<file path="src/rtl/chess_pkg.sv">
// Shared chess definitions: piece codes, side encoding, move FSM states and
// the ownership classifier used by the move controller.
package chess_pkg;

   localparam logic [3:0] EMPTY    = 4'h0;
   localparam logic [3:0] W_PAWN   = 4'h1;
   localparam logic [3:0] W_KNIGHT = 4'h2;
   localparam logic [3:0] W_BISHOP = 4'h3;
   localparam logic [3:0] W_ROOK   = 4'h4;
   localparam logic [3:0] W_QUEEN  = 4'h5;
   localparam logic [3:0] W_KING   = 4'h6;
   localparam logic [3:0] B_PAWN   = 4'h7;
   localparam logic [3:0] B_KNIGHT = 4'h8;
   localparam logic [3:0] B_BISHOP = 4'h9;
   localparam logic [3:0] B_ROOK   = 4'hA;
   localparam logic [3:0] B_QUEEN  = 4'hB;
   localparam logic [3:0] B_KING   = 4'hC;

   typedef enum logic {
      WHITE = 1'b0,
      BLACK = 1'b1
   } side_t;

   typedef enum logic [2:0] {
      IDLE      = 3'd0,
      SRC_WAIT  = 3'd1,
      SRC_CHECK = 3'd2,
      HOLD      = 3'd3,
      DST_WAIT  = 3'd4,
      DST_CHECK = 3'd5
   } move_state_t;

   function automatic logic is_empty(input logic [3:0] code);
      return code == EMPTY;
   endfunction

   // Codes D..F are neither side's piece.
   function automatic logic is_piece(input logic [3:0] code);
      return (code >= W_PAWN) && (code <= B_KING);
   endfunction

   function automatic side_t piece_side(input logic [3:0] code);
      return (code >= B_PAWN) ? BLACK : WHITE;
   endfunction

   function automatic logic is_own(input logic [3:0] code, input side_t side);
      return is_piece(code) && (piece_side(code) == side);
   endfunction

   function automatic logic is_opponent(input logic [3:0] code, input side_t side);
      return is_piece(code) && (piece_side(code) != side);
   endfunction

endpackage

</file>
<file path="src/rtl/move_controller.sv">
// Turns board clicks into pick/place commands with side-to-move ownership checks.
// Click to command is 3 cycles; cancel to place is 1; inputs arriving while busy are dropped.
module move_controller
   import chess_pkg::*;
#(
   parameter int MOVE_CNT_W = 8
) (
   input  logic                  clk,
   input  logic                  rst_n,
   input  logic                  click,
   input  logic [5:0]            cursor_xy,
   input  logic                  cancel,
   input  logic [3:0]            figure_code,
   output logic [5:0]            figure_xy,
   output logic [5:0]            figure_position,
   output logic                  pick_piece,
   output logic                  place_piece,
   output logic                  turn,
   output logic                  holding,
   output logic [5:0]            src_xy,
   output logic                  capture,
   output logic                  illegal,
   output logic [MOVE_CNT_W-1:0] move_count
);

   move_state_t state;
   side_t       side;

   assign side = side_t'(turn);

   always_ff @(posedge clk) begin
      if (!rst_n) begin
         state           <= IDLE;
         figure_xy       <= '0;
         figure_position <= '0;
         pick_piece      <= 1'b0;
         place_piece     <= 1'b0;
         turn            <= 1'b0;
         holding         <= 1'b0;
         src_xy          <= '0;
         capture         <= 1'b0;
         illegal         <= 1'b0;
         move_count      <= '0;
      end else begin
         pick_piece  <= 1'b0;
         place_piece <= 1'b0;
         capture     <= 1'b0;
         illegal     <= 1'b0;

         case (state)
            IDLE: begin
               if (click) begin
                  figure_xy <= cursor_xy;
                  src_xy    <= cursor_xy;
                  state     <= SRC_WAIT;
               end
            end

            SRC_WAIT: state <= SRC_CHECK;

            SRC_CHECK: begin
               if (is_own(figure_code, side)) begin
                  pick_piece      <= 1'b1;
                  figure_position <= src_xy;
                  holding         <= 1'b1;
                  state           <= HOLD;
               end else begin
                  illegal <= 1'b1;
                  state   <= IDLE;
               end
            end

            HOLD: begin
               if (cancel) begin
                  place_piece     <= 1'b1;
                  figure_position <= src_xy;
                  holding         <= 1'b0;
                  state           <= IDLE;
               end else if (click) begin
                  figure_xy <= cursor_xy;
                  state     <= DST_WAIT;
               end
            end

            DST_WAIT: state <= DST_CHECK;

            DST_CHECK: begin
               // Coordinates decide first: dropping on the source is a silent undo.
               if (figure_xy == src_xy) begin
                  place_piece     <= 1'b1;
                  figure_position <= src_xy;
                  holding         <= 1'b0;
                  state           <= IDLE;
               end else if (is_empty(figure_code) || is_opponent(figure_code, side)) begin
                  place_piece     <= 1'b1;
                  capture         <= is_opponent(figure_code, side);
                  figure_position <= figure_xy;
                  holding         <= 1'b0;
                  turn            <= ~turn;
                  if (move_count != {MOVE_CNT_W{1'b1}})
                     move_count <= move_count + 1'b1;
                  state <= IDLE;
               end else begin
                  illegal <= 1'b1;
                  state   <= HOLD;
               end
            end

            default: state <= IDLE;
         endcase
      end
   end

endmodule

</file>
<file path="config.mk">
export PLATFORM = sky130hd
export DESIGN_NAME = move_controller
export DESIGN_NICKNAME = d
export VERILOG_FILES = /design/src/rtl/chess_pkg.sv /design/src/rtl/move_controller.sv
export SDC_FILE = /design/constraint.sdc
export NUM_CORES = 1
export LEC_CHECK = 0
export ABC_AREA = 1
export CELL_PAD_IN_SITES_DETAIL_PLACEMENT = 1
export CELL_PAD_IN_SITES_GLOBAL_PLACEMENT = 1
export CORE_MARGIN = 2
export CORE_UTILIZATION = 34
export CTS_CLUSTER_SIZE = 16
export DETAILED_ROUTE_END_ITERATION = 7
export PLACE_DENSITY = 0.81
export SLEW_MARGIN = 20
export SYNTH_ARGS = -nofsm -noshare
export SYNTH_HDL_FRONTEND = slang
export SYNTH_SLANG_ARGS = --single-unit
</file>
<file path="constraint.sdc">
create_clock -name clk -period 1.85 [get_ports clk]
set_input_delay 0.37 -clock clk [delete_from_list [all_inputs] [get_ports clk]]
set_output_delay 0.37 -clock clk [all_outputs]
set_load 0.05 [all_outputs]
</file>
# After elaboration in Yosys (flattened, before gate mapping)
# Index checks and enable logic that the tools add are counted.
# classes
bitwise,5
n_reduce_logical,16
eq_ne,15
addsub,1
muxes,30
magnitude_cmp,3
# op_table
op,n
$mux 6,6
$pmux 3 s6,1
$pmux 6 s3,1
$mux 1,12
$pmux 6 s2,1
$mux 3,3
$add 8x1->8 const B,1
$ne 2x2->1 const B,4
$ne 8x8->1 const B,1
$reduce_and 2->1,4
$reduce_and 4->1,2
$eq 3x2->1 const B,2
$eq 3x3->1 const B,2
$eq 6x6->1,1
$mux 2,3
$ne 3x3->1 const B,2
$not 1->1,5
$ge 4x1->1 const B,1
$ge 4x3->1 const B,1
$le 4x4->1 const B,1
$logic_not 4->1,1
$pmux 1 s2,2
$reduce_or 4->1,1
$eq 3x1->1 const B,1
other kinds (9),11
# word_totals
out_inout_bits,32
elab_cells,81
in_bits,14
regBits,35

# Depth between registers and ports, before layout
# logic_depth
word_depth,8
depth_mapped,13
depth_no_buf,12

# Least setup slack after synthesis
# No wires, ideal clock.
# synth_path
path_kind,register -> register
from,reg figure_xy[4]
to,reg figure_position[1]
setup_slack_ns,0.080
synth_period_minus_slack_ns,1.770
n_path_buf,1
required_time_ns,1.738
stages_incl_launch_ff,13
arrival_time_ns,1.658
setup_ns,0.112
path_cell_list,dfxtp_1 -> inv_1 -> nand2_1 -> nand2_1 -> nor2_2 -> nand3_2 -> nand2_2 -> inv_2 -> nand2_4 -> nand3_4 -> buf_8 -> nor2_2 -> nor2_2
# synth_via
elab_chain_len,3
elab_cells_between_ends,5
classes_between,2 x eq/ne; 2 x mux; 1 x reduce/logical
# synth_lines
item,line_no,text
"start, declared",move_controller.sv:14,"output logic [5:0] figure_xy,"
"start signal, assigned",move_controller.sv:53,figure_xy <= cursor_xy;
"start signal, assigned",move_controller.sv:80,figure_xy <= cursor_xy;
$eq 6x6->1 *,move_controller.sv:89,if (figure_xy == src_xy) begin
$ne 3x3->1 (no line) / $mux 6 (equally long branches),n/a,
$reduce_and 4->1 (no line) / $pmux 6 s3 (equally long branches),n/a,
"end signal, assigned",move_controller.sv:76,figure_position <= src_xy;
"end signal, assigned",move_controller.sv:91,figure_position <= src_xy;
"end signal, assigned",move_controller.sv:97,figure_position <= figure_xy;
"end, declared",move_controller.sv:15,"output logic [5:0] figure_position,"
# Every way passes the cells marked *; elsewhere a longest branch is shown, timed or not.
# A chain may end at the register's enable or synchronous reset.

# Worst setup path after layout
# layout_path
from,reg illegal
to,out illegal
# layout_rtl
item,line_no,text
"start, declared",move_controller.sv:22,"output logic illegal,"
"start signal, assigned",move_controller.sv:42,illegal <= 1'b0;
"start signal, assigned",move_controller.sv:48,illegal <= 1'b0;
"start signal, assigned",move_controller.sv:68,illegal <= 1'b1;
# No word-level cell between the ends.

==> metrics.md <==
| Metric | Value |
|---|---|
| F_max | `567 MHz` |
| CTS max path bufs | `2` |
| Simple-gate share of the synthesized area | `32.4%` |
| ANT cells | `0` |
| Initial core utilization | `35.0%` |
| Critical Path Source Type | `register` |
| Number of post-CTS setup repair buffers | `0` |
| Layout area overhead | `31.7%` |
| Synth warnings | `0` |
| I/O Buffers | `45` |
| Syn_area_per_cell | `6.99 µm²` |
| Largest family of logic cells by synthesized area | `simple AND/OR/NAND/NOR gates` |
| Worst EP required | `1.48 ns` |
| Initial drt markers | `27` |
| Core area | `5110 µm²` |
| Multiplexer share of the synthesized area | `0%` |
| First drt pass iteration count | `4` |
| Prevailing post-synth register cell | `dfxtp_1` |
| HP Class | `reg2reg` |
| Xor/xnor cell area share of the yosys netlist | `2.45%` |
| Core Util, Final | `46.2%` |
| Arrival time worst endpoint | `1.39 ns` |
| DRC Markers | `0` |
| Slew Limit Headroom | `66.1%` |
| Post-DP HPWL | `3570 µm` |
| TritonCTS buffer count | `5` |
| Post-synth EDFFs | `0` |
| Total GRT Usage | `16.7%` |
| CP Capture Type | `primary output` |
| Share of cells above drive strength 1 | `24.9%` |
| Rows | `26` |
| Async S/R FF share, synth | `0%` |
| Die Area | `5860 µm²` |
| Power Density | `871 nW/µm²` |
| Hold Vio Cnt, Final | `0` |
| Area share of the largest cell type after synthesis | `39.2%` |
| Post-synthesis compound-gate area fraction | `15.0%` |
| Clk Latency, worst-skew pair | `0.29 ns` |
| Syn Nets | `271` |
| #FFs+latches synth | `35` |
| Maximum VDD drop | `0.000374 V` |
| Routed Antenna Nets | `0` |
| Die Span Y | `76.5 µm` |
| Clock input transition at the sequential cells of the worst setup and hold paths | `0.07 ns` |
| Leakage power total | `0.00108 µW` |
| Post-Synth Adder-Cell Area | `0.699%` |
| Sinks on Clock Net | `35` |
| Via/cell ratio | `4.70` |
| Final min period | `1.76 ns` |
| Vias in the first global route | `1739` |
| First-pass GRT wire length | `7850 µm` |
| Most common cell in the synthesized netlist | `nand2_1` |
| RePlAce Congestion | `0.781` |
| Post-synth top area cell | `dfxtp_1` |
| Routed wire per std cell | `12.3 µm` |
| PnR Total Power | `2050 µW` |
| Worst path top cell family by delay | `buffers and inverters` |
| Top cells by count, synth | `57 x nand2_1, 35 x dfxtp_1, 31 x inv_1` |
| Synth area leaders | `dfxtp_1 39%, nand2_1 12%, a21oi_1 7.0%` |
| CTS root buffer | `clkbuf_8` |
| DIE WIDTH | `76.5 µm` |
| Syn Inst Count | `256` |
| Worst path cell trace | `clkdlybuf4s50_1` |
| Seq/Total Area, Yosys | `39.2%` |
| Critical path class | `reg2out` |
| Fin nets | `323` |
| Crit Path Max Fanout | `1` |
| Hold WS | `0.488 ns` |
| Outcome | `complete, no violations` |
| Buffer and inverter count on the worst path | `1` |
| Slew @ Worst Pin | `0.507 ns` |
| Fin crit share | `95.4%` |
| Largest net degree at the start of global routing | `22` |
| Synthesized area | `1790 µm²` |
| Fin. max-slew vios | `0` |
| Number of top-level pins | `46` |
| Routed WL | `4670 µm` |
| Slowest-stage cell, CP | `clkdlybuf4s50_1` |
| Via Count | `1781` |
| Synth cell types | `29` |
| Worst path max stage delay | `0.80 ns` |
| Setup TNS | `0 ns` |
| Number of H-tree levels | `2` |
| Setup violations, final | `0` |
| RSZ-0062 raised after global routing | `no` |
| Antenna violations before repair | `0` |
| CTS tree | `done` |
| Total of max-cap violations | `0` |
| GRT overflow | `0` |
| Skew final | `0.00427 ns` |
## kinds of logic after synthesis
logic type	Yosys count
compound gates	51
xor+xnor	5
fa+ha+maj	1
buf+inv	44
flops	35
simple gates	120
## through the flow
stage / setup slack, ns / instances / area [µm²]
floorplan: 0.0802 / 256 / 1790
global placement: -0.109 / 370 / 2250
detailed placement: -0.192 / 370 / 2250
CTS: 0.0643 / 378 / 2340
global route: 0.0153 / 379 / 2360
finish: 0.0854 / 379 / 2360
## registers in the layout, indices dropped and copies added, names as in the netlist
register         cells
state                3
figure_position      6
holding              1
move_count           8
place_piece          1
pick_piece           1
illegal              1
src_xy               6
capture              1
turn                 1
figure_xy            6
## power breakdown
group / switching [µW] / internal [µW]
clock network: 273 / 264
registers: 50.2 / 813
logic: 443 / 210
total: 765 / 1290
## layout make-up
class	instances	area [µm²]
fill	680	2750
sequential	35	701
multi-input combinational	178	926
inverter	37	141
clock buffer	7	76.3
clock inverter	1	5.00
tap	70	87.6
timing repair buffer	51	420
## timing repair
item                                    CTS  global route
hold buffers                              0             0
resized for setup                         0             2
endpoints found under the setup margin    0             5
## cell usage in the layout (no fill, tap or decap)
cell / synthesis / layout
a21oi_1: 25 / 25
a21oi_2: 1 / 1
buf_4: 1 / 36
clkbuf_1: 3 / 2
clkbuf_8: 0 / 5
clkdlybuf4s50_1: 0 / 15
clkinv_2: 0 / 1
dfxtp_1: 35 / 35
ha_1: 1 / 1
inv_1: 31 / 31
inv_2: 5 / 5
inv_4: 1 / 1
nand2_1: 57 / 57
nand2_2: 9 / 9
nand2_4: 4 / 4
nand3_1: 13 / 13
nand3_2: 1 / 1
nand3_4: 1 / 2
nand3b_1: 1 / 1
nand4_1: 2 / 2
nor2_1: 17 / 17
nor2_2: 10 / 10
nor3_1: 5 / 5
o2111ai_1: 1 / 1
o21a_1: 1 / 1
o21ai_0: 17 / 17
o21ai_1: 5 / 4
o21ai_2: 1 / 2
xor2_1: 5 / 5
## per-layer routing
layer / wire [µm] / vias up / track usage (%)
met1: 2150 / 820 / 21.2
met2: 2250 / 37 / 27.3
li1: - / 916 / -
met4: 80 / 0 / 6.55
met5: 0 / - / 0
met3: 190 / 8 / 3.91
## worst paths after layout
kind / start / to / slack, ns / cells past startpoint
max: illegal / illegal / 0.09 / 1
min: holding / holding / 0.49 / 2
max reg2reg: state[1] / figure_xy[0] / 0.28 / 9
min reg2reg: holding / holding / 0.49 / 2
Note: power is estimated with default switching activity, not from simulation.
